===== src/rtl/puf_resp_accum_pkg.sv =====
// Shared definitions for the PUF response accumulator: FSM encodings,
// response word width and the default evaluation timeout.
package puf_resp_accum_pkg;

    localparam int RESP_W          = 32;
    localparam int TIMEOUT_CYC_DEF = 1024;

    typedef enum logic [1:0] {
        ST_IDLE = 2'd0,
        ST_REQ  = 2'd1,
        ST_WAIT = 2'd2,
        ST_DONE = 2'd3
    } state_t;

endpackage


===== src/rtl/puf_resp_accum_if.sv =====
// Bundle of the PUF request/response, adder operand and result handshake
// signals; slave is the accumulator side, master the surrounding system.
interface puf_resp_accum_if #(
    parameter int NSAMP_W = 16
);
    import puf_resp_accum_pkg::*;

    logic                start;
    logic [NSAMP_W-1:0]  num_samples;
    logic                eval_req;
    logic                resp_valid;
    logic                resp_bit;
    logic [RESP_W-1:0]   add_a;
    logic [RESP_W-1:0]   add_b;
    logic [RESP_W-1:0]   add_c;
    logic                busy;
    logic                out_valid;
    logic                out_ready;
    logic [RESP_W-1:0]   out_count;
    logic                out_majority;
    logic                out_timeout;

    modport slave (
        input  start, num_samples, resp_valid, resp_bit, add_c, out_ready,
        output eval_req, add_a, add_b, busy, out_valid, out_count,
               out_majority, out_timeout
    );

    modport master (
        output start, num_samples, resp_valid, resp_bit, add_c, out_ready,
        input  eval_req, add_a, add_b, busy, out_valid, out_count,
               out_majority, out_timeout
    );

endinterface


===== src/rtl/puf_resp_accum.sv =====
// Issues one PUF evaluation per sample and counts '1' responses through an
// external adder, then hands count/majority/timeout out via valid/ready.
module puf_resp_accum
    import puf_resp_accum_pkg::*;
#(
    parameter int NSAMP_W     = 16,
    parameter int TIMEOUT_CYC = TIMEOUT_CYC_DEF,
    parameter int TMR_W       = 11
) (
    input  logic             clk,
    input  logic             rst_n,
    puf_resp_accum_if.slave  bus
);

    state_t             state, state_nxt;
    logic [RESP_W-1:0]  acc;
    logic [NSAMP_W-1:0] ctr, ctr_inc, n_lat;
    logic [TMR_W-1:0]   timer;
    logic               tflag;
    logic               timer_exp;
    logic [RESP_W:0]    acc_x2;
    logic [RESP_W:0]    n_ext;

    assign ctr_inc   = ctr + NSAMP_W'(1);
    assign timer_exp = (timer == TMR_W'(TIMEOUT_CYC - 1));

    always_ff @(posedge clk) begin
        if (!rst_n) state <= ST_IDLE;
        else        state <= state_nxt;
    end

    // A response arriving on the expiry cycle is checked first, so it wins over timeout.
    always_comb begin
        state_nxt     = state;
        bus.eval_req  = 1'b0;
        bus.out_valid = 1'b0;
        case (state)
            ST_IDLE: begin
                if (bus.start)
                    state_nxt = (bus.num_samples == '0) ? ST_DONE : ST_REQ;
            end
            ST_REQ: begin
                bus.eval_req = 1'b1;
                state_nxt    = ST_WAIT;
            end
            ST_WAIT: begin
                if (bus.resp_valid)
                    state_nxt = (ctr_inc == n_lat) ? ST_DONE : ST_REQ;
                else if (timer_exp)
                    state_nxt = ST_DONE;
            end
            ST_DONE: begin
                bus.out_valid = 1'b1;
                if (bus.out_ready) state_nxt = ST_IDLE;
            end
            default: state_nxt = ST_IDLE;
        endcase
    end

    always_ff @(posedge clk) begin
        if (!rst_n) begin
            acc   <= '0;
            ctr   <= '0;
            timer <= '0;
            n_lat <= '0;
            tflag <= 1'b0;
        end else begin
            case (state)
                ST_IDLE: begin
                    if (bus.start) begin
                        n_lat <= bus.num_samples;
                        acc   <= '0;
                        ctr   <= '0;
                        tflag <= 1'b0;
                    end
                end
                ST_REQ: timer <= '0;
                ST_WAIT: begin
                    if (bus.resp_valid) begin
                        acc <= bus.add_c;
                        ctr <= ctr_inc;
                    end else begin
                        timer <= timer + TMR_W'(1);
                        if (timer_exp) tflag <= 1'b1;
                    end
                end
                default: ;
            endcase
        end
    end

    // Majority compare is done one bit wider so doubling the count cannot wrap.
    assign acc_x2 = {acc, 1'b0};
    assign n_ext  = {{(RESP_W + 1 - NSAMP_W){1'b0}}, n_lat};

    assign bus.busy         = (state != ST_IDLE);
    assign bus.add_a        = acc;
    assign bus.add_b        = {{(RESP_W-1){1'b0}}, bus.resp_bit};
    assign bus.out_count    = acc;
    assign bus.out_majority = (state == ST_DONE) && (acc_x2 > n_ext);
    assign bus.out_timeout  = (state == ST_DONE) && tflag;

endmodule


===== src/flat_wrapper.sv =====
// flat-port wrapper written by rule: the top's interface ports become plain ports
module puf_resp_accum_flat import puf_resp_accum_pkg::*;
#(
    parameter int NSAMP_W     = 16,
    parameter int TIMEOUT_CYC = TIMEOUT_CYC_DEF,
    parameter int TMR_W       = 11
)
  (clk, rst_n, bus_start, bus_num_samples, bus_resp_valid, bus_resp_bit, bus_add_c, bus_out_ready, bus_eval_req, bus_add_a, bus_add_b, bus_busy, bus_out_valid, bus_out_count, bus_out_majority, bus_out_timeout);
  puf_resp_accum_if #(.NSAMP_W(NSAMP_W)) bus_i ();
  input  logic clk;
  input  logic rst_n;
  input wire logic [$bits(bus_i.start)-1:0] bus_start;
  input wire logic [$bits(bus_i.num_samples)-1:0] bus_num_samples;
  input wire logic [$bits(bus_i.resp_valid)-1:0] bus_resp_valid;
  input wire logic [$bits(bus_i.resp_bit)-1:0] bus_resp_bit;
  input wire logic [$bits(bus_i.add_c)-1:0] bus_add_c;
  input wire logic [$bits(bus_i.out_ready)-1:0] bus_out_ready;
  output wire logic [$bits(bus_i.eval_req)-1:0] bus_eval_req;
  output wire logic [$bits(bus_i.add_a)-1:0] bus_add_a;
  output wire logic [$bits(bus_i.add_b)-1:0] bus_add_b;
  output wire logic [$bits(bus_i.busy)-1:0] bus_busy;
  output wire logic [$bits(bus_i.out_valid)-1:0] bus_out_valid;
  output wire logic [$bits(bus_i.out_count)-1:0] bus_out_count;
  output wire logic [$bits(bus_i.out_majority)-1:0] bus_out_majority;
  output wire logic [$bits(bus_i.out_timeout)-1:0] bus_out_timeout;
  assign bus_i.start = bus_start;
  assign bus_i.num_samples = bus_num_samples;
  assign bus_i.resp_valid = bus_resp_valid;
  assign bus_i.resp_bit = bus_resp_bit;
  assign bus_i.add_c = bus_add_c;
  assign bus_i.out_ready = bus_out_ready;
  assign bus_eval_req = bus_i.eval_req;
  assign bus_add_a = bus_i.add_a;
  assign bus_add_b = bus_i.add_b;
  assign bus_busy = bus_i.busy;
  assign bus_out_valid = bus_i.out_valid;
  assign bus_out_count = bus_i.out_count;
  assign bus_out_majority = bus_i.out_majority;
  assign bus_out_timeout = bus_i.out_timeout;
  puf_resp_accum #(.NSAMP_W(NSAMP_W), .TIMEOUT_CYC(TIMEOUT_CYC), .TMR_W(TMR_W)) u_core (.clk(clk), .rst_n(rst_n), .bus(bus_i));
endmodule

===== config.mk =====
export PLATFORM = sky130hd
export DESIGN_NAME = puf_resp_accum_flat
export DESIGN_NICKNAME = d
export VERILOG_FILES = /design/src/rtl/puf_resp_accum_pkg.sv /design/src/rtl/puf_resp_accum_if.sv /design/src/rtl/puf_resp_accum.sv /design/src/flat_wrapper.sv
export SDC_FILE = /design/constraint.sdc
export NUM_CORES = 1
export LEC_CHECK = 0
export CORE_MARGIN = 5
export CORE_UTILIZATION = 39
export CTS_CLUSTER_DIAMETER = 40
export CTS_CLUSTER_SIZE = 14
export DETAILED_ROUTE_END_ITERATION = 8
export PLACE_DENSITY = 0.74
export RECOVER_POWER = 25
export SLEW_MARGIN = 40
export SYNTH_ARGS = -nofsm -noshare
export SYNTH_HDL_FRONTEND = slang
export SYNTH_SLANG_ARGS = --single-unit
export TNS_END_PERCENT = 10

===== constraint.sdc =====
create_clock -name clk -period 5.1 [get_ports clk]
set_clock_uncertainty 0.1 [all_clocks]
set_input_delay 0.765 -clock clk [delete_from_list [all_inputs] [get_ports clk]]
set_output_delay 0.765 -clock clk [all_outputs]
set_load 0.05 [all_outputs]

==> results of run 1 <==
per-stage QoR:
step	hold WS [ns]	setup WS [ns]	utilization, %
final	0.380	1.41	50.1
after global routing	0.411	1.27	50.1
after CTS	0.379	1.40	50.2
after detailed placement	0.371	1.72	47.8
after global placement	0.364	1.78	47.4
after floorplan	0.344	2.01	-
sequential cells by signal (all words and copies together), names as in the netlist:
signal	cells
u_core.tflag	1
u_core.ctr	16
u_core.state	2
u_core.timer	11
u_core.n_lat	16
u_core.bus.add_a	32
layout make-up:
type	instances	area share (%)
clock inverter	5	0.980
clock buffer	11	3.88
sequential	78	26.0
multi-input combinational	425	43.7
tap	147	3.07
inverter	20	1.25
timing repair buffer	126	21.0
worst paths after layout:
path                                           start  slack [ns]  cells after the start                   end
worst max register to register       u_core.state[0]        2.22                      8         u_core.ctr[0]
worst min register to register  u_core.bus.add_a[24]        0.38                      2  u_core.bus.add_a[24]
worst max-delay path                 u_core.n_lat[1]        1.41                      8      bus_out_majority
worst min-delay path            u_core.bus.add_a[24]        0.38                      2  u_core.bus.add_a[24]
metal layers:
| layer | vias up | GRT usage [%] | share of wire [%] |
|---|---|---|---|
| met5 | - | 0 | 0 |
| met1 | 1973 | 20.0 | 42 |
| met2 | 149 | 28.7 | 49 |
| met4 | 0 | 6.30 | 2.2 |
| met3 | 19 | 3.39 | 7.1 |
| li1 | 2062 | - | - |
report_power, final:
| part | leakage, uW | internal, uW | switching (uW) |
|---|---|---|---|
| clock | 0.000136 | 380 | 253 |
| combinational | 0.00151 | 163 | 307 |
| sequential | 0.000632 | 633 | 32.2 |
| total | 0.00228 | 1180 | 592 |
synthesized netlist by cell type, drive strengths merged (2+ instances only):
| library cell | number | share of area [%] |
|---|---|---|
| nand3 | 48 | 5.3 |
| a22oi | 4 | 0.64 |
| xor2 | 15 | 2.8 |
| nor3 | 10 | 1.1 |
| dfxtp | 78 | 33 |
| o2111ai | 2 | 0.37 |
| nand2 | 84 | 6.7 |
| or4 | 3 | 0.48 |
| nor4 | 8 | 1.4 |
| nor2b | 14 | 1.9 |
| or3 | 5 | 0.66 |
| xnor2 | 17 | 3.1 |
| nand4 | 11 | 1.9 |
| nor2 | 19 | 1.6 |
| a31oi | 3 | 0.40 |
| a21oi | 14 | 1.6 |
| a21boi | 54 | 8.6 |
| buf | 72 | 11 |
| a21o | 5 | 0.79 |
| o31ai | 2 | 0.61 |
| a211oi | 2 | 0.32 |
| and3 | 10 | 1.3 |
| clkbuf | 21 | 1.7 |
| o21a | 4 | 0.64 |
| inv | 20 | 1.6 |
| or2b | 2 | 0.32 |
| ha | 17 | 4.5 |
| nand2b | 4 | 0.53 |
| o21ai | 20 | 2.1 |
| and2 | 3 | 0.40 |
| nor3b | 4 | 0.64 |
worst register-to-register path, cell delays in order (launching register included):
cell and delay (ns):
dfxtp_1 0.56, nor2_1 0.13, and2_0 0.52, a21oi_4 0.35
clkbuf_1 0.63, buf_16 0.24, nand2_1 0.06, o21ai_0 0.08
and2_1 0.15
cells by family after synthesis:
family,Yosys count
buf+inv,113
xor+xnor,32
fa+ha+maj,17
other cells,1
mux,1
simple gates,228
compound gates,116
flops,78
==> results by group, run 1 <==
Status
  • Run status: completed

Synthesis
  • Proportion of register bits with asynchronous set or reset after synthesis: 0%
  • Synth cell types: 54
  • Most used DFF post-synth: dfxtp_1
  • Synthesized-area fraction occupied by and/or/nand/nor cells: 24.6%
  • Total of warnings raised by yosys: 0
  • Portion of netlist area occupied by mux cells: 0.212%
  • Post-synthesis instance area: 4730 um2
  • Count of state elements after synthesis: 78
  • Gate count after technology mapping: 586
  • Adder-cell area share of the yosys netlist: 4.50%
  • Share of the synthesized area in compound gates (AO/OA/AOI/OAI): 17.4%
  • EDFF count, synth: 0
  • Post-synthesis average cell area: 8.07 um2
  • Share of the synthesized netlist area taken by xor and xnor gates: 5.93%
  • Sequential fraction of the synthesis area: 33.0%
  • Main combinational cell family by area after synthesis: simple AND/OR/NAND/NOR gates

STA
  • Final period utilization: 72.3%
  • Max-slew violations: 0
  • Count of endpoints failing hold in the final timing report: 0
  • Unrepaired setup endpoints after global routing: no
  • Worst slew margin: 35.6%
  • Slew at the pin with the worst max-slew slack: 0.966 ns
  • Min cycle time layout: 3.69 ns
  • F_max: 271 MHz
  • Setup violators final: 0
  • Setup total negative slack: 0 ns

CTS
  • CTS sink cnt: 78
  • Clock latency of the later-clocked register in the worst-skew pair: 0.34 ns
  • CTS Buf Count: 9
  • H-tree depth reported by CTS: 3
  • Cts-stage hold buffer count: 0
  • Number of resized instances in the post-cts repair step: 0
  • TritonCTS clock tree: built
  • Clock input transition at the sequential cells of the worst setup and hold paths: 0.06 ns
  • Longest Clk Path Bufs: 2
  • Setup Buffers After CTS: 0
  • Root buf cell: clkbuf_16

Critical path
  • Delay-heaviest family, CP: simple AND/OR/NAND/NOR gates
  • Required time at the endpoint of the critical path: 4.24 ns
  • Peak per-stage delay on the critical path: 0.71 ns
  • Data arrival at the endpoint of the critical path: 2.82 ns
  • Critical path capture point type: output port
  • Startpoint-to-endpoint class of the critical path: register to output port
  • Kind of start point of the critical path: register
  • Maximum net fanout on the critical path: 3
  • Worst Path Buf+Inv: 2
  • Worst-path cell with the longest stage delay: clkdlybuf4s50_1
  • Critical path, cell by cell: inv_1, ha_1, nor2b_1, nand3_1, or4_1, o21ai_0, a21oi_1, clkdlybuf4s50_1

Layout
  • Count of inserted antenna diode cells: 0
  • Area of all placed cells without fillers: 6000 um2
  • Sequential cell area: 1560 um2
  • NumNets Final: 731
  • Multi-input combinational cell area: 2620 um2
  • Commonest cells after routing, fill and taps aside: clkdlybuf4s50_1 (109), nand2_1 (84), dfxtp_1 (78), nand3_1 (47), a21boi_1 (34)
  • FILL cells: 1139
  • Share of post-route cells with drive strength above 1: 4.51%
  • Non-filler cells, final: 812
  • P&R area growth vs syn: 26.9%
  • Leading cell type in the layout, fill and taps excluded: clkdlybuf4s50_1

Placed design
  • Placement-stage cell area: 5720 um2
  • Count of buffers inserted at the top-level ports: 121
  • Weighted congestion reported at the end of routability-driven placement: 0.873
  • Detailed placer's ending HPWL: 9370 um
  • Placed cell count: 796

Detailed routing
  • Via/cell ratio: 5.18
  • Number of vias in the routed layout: 4203
  • Wire length per cell after detailed routing: 15.3 um
  • DRT antenna net count: 0
  • Starting DRC count in detailed routing: 283
  • Post-detailed-routing wire length: 12400 um
  • Post-route DRC: 0
  • TritonRoute pass-1 iters: 7

Die
  • Area of the core region: 12000 um2
  • Row count: 40
  • Height of the chip: 120 um
  • Die outline area: 14400 um2
  • Die span in x: 120 um
  • I/O pin total: 155
  • Initial cell density of the core: 39.5%

Pwr
  • Power density over the cells: 295 nW/um2
  • Overall power of the completed layout: 1770 uW
  • Worst ir drop on vdd: 145 uV
  • Leakage Power: 0.00228 uW

Global routing
  • Via count of the first global-routing pass: 4079
  • Initial antenna violation count: 0
  • Pin count of the biggest net entering global routing: 71
  • Tot GR Track Use: 16.5%
  • First-pass GRT wire length: 19800 um
  • Residual overflow from global routing: 0

Worst hold path
  • Worst min-delay path class: register to register

Run
  • Max_cap viols: 0
No activity file was read; power rests on OpenSTA's default activity.
==> run 2, diff against run 1 <==
==> constraint.sdc (replaced) <==
create_clock -name clk -period 3.6 [get_ports clk]
set_clock_uncertainty 0.1 [all_clocks]
set_input_delay 0.54 -clock clk [delete_from_list [all_inputs] [get_ports clk]]
set_output_delay 0.54 -clock clk [all_outputs]
set_load 0.05 [all_outputs]
==> results by group, run 2 (synthesis results as in run 1) <==
Status
  • Run status: completed

Pwr
  • Switching power: 815 uW (+38%)
  • Power density over the cells: 402 nW/um2 (+36%)
  • Sequential group share of total power: 39.4% (+1.8 points)
  • Logic gate share of total power: 27.7% (+1.1 points)
  • Worst ir drop on vdd: 174 uV (+20%)
  • Fraction of power spent switching nets: 34.1% (+0.62 points)
  • Clk network pwr share: 32.9% (-2.9 points)
  • Overall power of the completed layout: 2390 uW (+35%)
  • Leakage Power: 0.00227 uW (-0.52%)
  • Internal power consumption: 1580 uW (+34%)

CTS
  • Longest Clk Path Bufs: 2 (unchanged)
  • Clock input transition at the sequential cells of the worst setup and hold paths: 0.05 ns (about the same)
  • Cts-stage hold buffer count: 0 (unchanged)
  • H-tree depth reported by CTS: 3 (unchanged)
  • Root buf cell: clkbuf_16
  • Setup Buffers After CTS: 0 (unchanged)
  • CTS Buf Count: 9 (unchanged)
  • CTS sink cnt: 78 (unchanged)
  • TritonCTS clock tree: built
  • Number of resized instances in the post-cts repair step: 0 (unchanged)
  • Clock latency of the later-clocked register in the worst-skew pair: 0.34 ns (about the same)

Placed design
  • Weighted congestion reported at the end of routability-driven placement: 0.864 (-0.95%)
  • Detailed placer's ending HPWL: 9560 um (+2.0%)
  • Placed cell count: 798 (+0.25%)
  • Worst-case setup slack after placement: 0.559 ns (-1.16 ns)
  • Count of buffers inserted at the top-level ports: 121 (unchanged)

Critical path
  • Worst reg2reg path startpoint: u_core.state[1]
  • Required time at the endpoint of the critical path: 2.96 ns (-1.28 ns)
  • Endpoint of the worst register-to-register path: u_core.ctr[4]
  • Data arrival at the endpoint of the critical path: 2.76 ns (-0.06 ns)
  • Worst-case reg-to-reg path depth: 8 (unchanged)
  • Worst reg2reg setup slack: 0.57 ns (-1.65 ns)
  • Kind of start point of the critical path: register
  • Critical path capture point type: output port
  • Maximum net fanout on the critical path: 3 (unchanged)
  • Startpoint-to-endpoint class of the critical path: register to output port

Global routing
  • Tot GR Track Use: 17.2% (+0.68 points)
  • Met3 usage: 4.38% (+0.99 points)
  • Initial antenna violation count: 0 (unchanged)
  • Via count of the first global-routing pass: 4076 (-0.074%)
  • Met2 routing resource usage after global routing: 30.3% (+1.6 points)
  • Grt met1 use: 20.1% (+0.13 points)
  • Pin count of the biggest net entering global routing: 70 (-1.4%)
  • First-pass GRT wire length: 20000 um (+1.3%)
  • Residual overflow from global routing: 0 (unchanged)
  • Most crowded layer after global routing: met2

STA
  • Setup total negative slack: 0 ns (unchanged)
  • Max-slew violations: 0 (unchanged)
  • Count of endpoints failing hold in the final timing report: 0 (unchanged)
  • Worst path setup slack after routing: 0.202 ns (-1.21 ns)
  • Unrepaired setup endpoints after global routing: no
  • Setup violators final: 0 (unchanged)
  • Worst slew margin: 21.9% (-14 points)
  • Slew at the pin with the worst max-slew slack: 1.17 ns (+0.203 ns)
  • F_max: 294 MHz
  • Min cycle time layout: 3.40 ns
  • Final period utilization: 94.4%

Die
  • Initial cell density of the core: 39.5% (unchanged)
  • I/O pin total: 155 (unchanged)
  • Area of the core region: 12000 um2 (unchanged)
  • Die outline area: 14400 um2 (unchanged)
  • Die span in x: 120 um (unchanged)
  • Row count: 40 (unchanged)
  • Height of the chip: 120 um (unchanged)

Layout
  • Number of flip-flops in the largest register: 32 (unchanged)
  • NumNets Final: 733 (+0.27%)
  • Count of inserted antenna diode cells: 0 (unchanged)
  • Leading cell type in the layout, fill and taps excluded: clkdlybuf4s50_1
  • P&R area growth vs syn: 25.8%
  • Share of post-route cells with drive strength above 1: 4.37% (-0.14 points)
  • Non-filler cells, final: 811 (-0.12%)
  • Final core utilization: 49.7% (-0.42 points)
  • FILL cells: 1121 (-1.6%)
  • Commonest cells after routing, fill and taps aside: clkdlybuf4s50_1 (108), nand2_1 (84), dfxtp_1 (78), nand3_1 (47), a21boi_1 (34)

Detailed routing
  • DRT antenna net count: 0 (unchanged)
  • Starting DRC count in detailed routing: 315 (+11%)
  • Post-detailed-routing wire length: 12600 um (+1.5%)
  • Wire length per cell after detailed routing: 15.6 um (+1.6%)
  • Number of vias in the routed layout: 4226 (+0.55%)
  • TritonRoute pass-1 iters: 4 (-3)
  • Post-route DRC: 0 (unchanged)
  • Via/cell ratio: 5.21 (+0.67%)

Worst hold path
  • Worst-case hold path end point: u_core.bus.add_a[26]
  • Hold depth: 2 (unchanged)
  • Worst min-delay path class: register to register
  • Launch instance of the worst min-delay path: u_core.bus.add_a[26]

Run
  • Max_cap viols: 0 (unchanged)
run 2: cell count changes in the layout (fill, tap and decap cells not counted), sizes merged:
cell and delta:
buf +3, bufinv -1, clkbuf -1, clkdlybuf4s50 -1
clkinvlp -1, dlygate4sd3 +1, inv -1
run 2: per-stage QoR:
stage | instance area (um2) | hold slack, ns
after floorplan | 4840 | 0.344
after global placement | 5700 | 0.364
after detailed placement | 5710 | 0.372
after CTS | 5960 | 0.389
after global routing | 5950 | 0.403
final | 5950 | 0.377
run 2: power by group through the flow:
stage	sequential [uW]	clock [uW]	combinational [uW]
floorplan	990	0	455
global placement	959	0	645
detailed placement	962	0	664
CTS	944	802	667
global route	948	836	712
finish	943	788	662
run 2: layer usage:
layer,vias up,part of all wire [%]
li1,2074,-
met1,2006,41
met2,132,51
met3,14,6.4
met4,0,1.5
met5,-,0
run 2: critical path, cell delays in order, from the launching register on:
cell and delay [ns]:
dfxtp_1 0.36, inv_1 0.06, ha_1 0.26, nor2b_1 0.16, nand3_1 0.10, or4_1 0.54
o21ai_0 0.17, a21oi_1 0.07, clkdlybuf4s50_1 0.71
run 2: area by class of cell:
class                           count  area [um2]  area share, %
Sequential cell                    78        1560           26.3
Multi-Input combinational cell    425        2620           44.0
Timing Repair Buffer              128        1270           21.3
Clock inverter                      2        12.5          0.210
Clock buffer                       11         233           3.91
Inverter                           20        75.1           1.26
Tap cell                          147         184           3.09
run 2: worst max path at each step:
stage                          from                to  cells past startpoint
4_1_cts             u_core.n_lat[1]  bus_out_majority                      8
3_5_place_dp        u_core.n_lat[1]  bus_out_majority                      8
5_1_grt            u_core.n_lat[10]  bus_out_majority                      9
3_3_place_gp   u_core.bus.add_a[15]  bus_out_majority                      6
6_report            u_core.n_lat[1]  bus_out_majority                      8
2_1_floorplan   u_core.bus.add_a[0]  bus_out_majority                      7
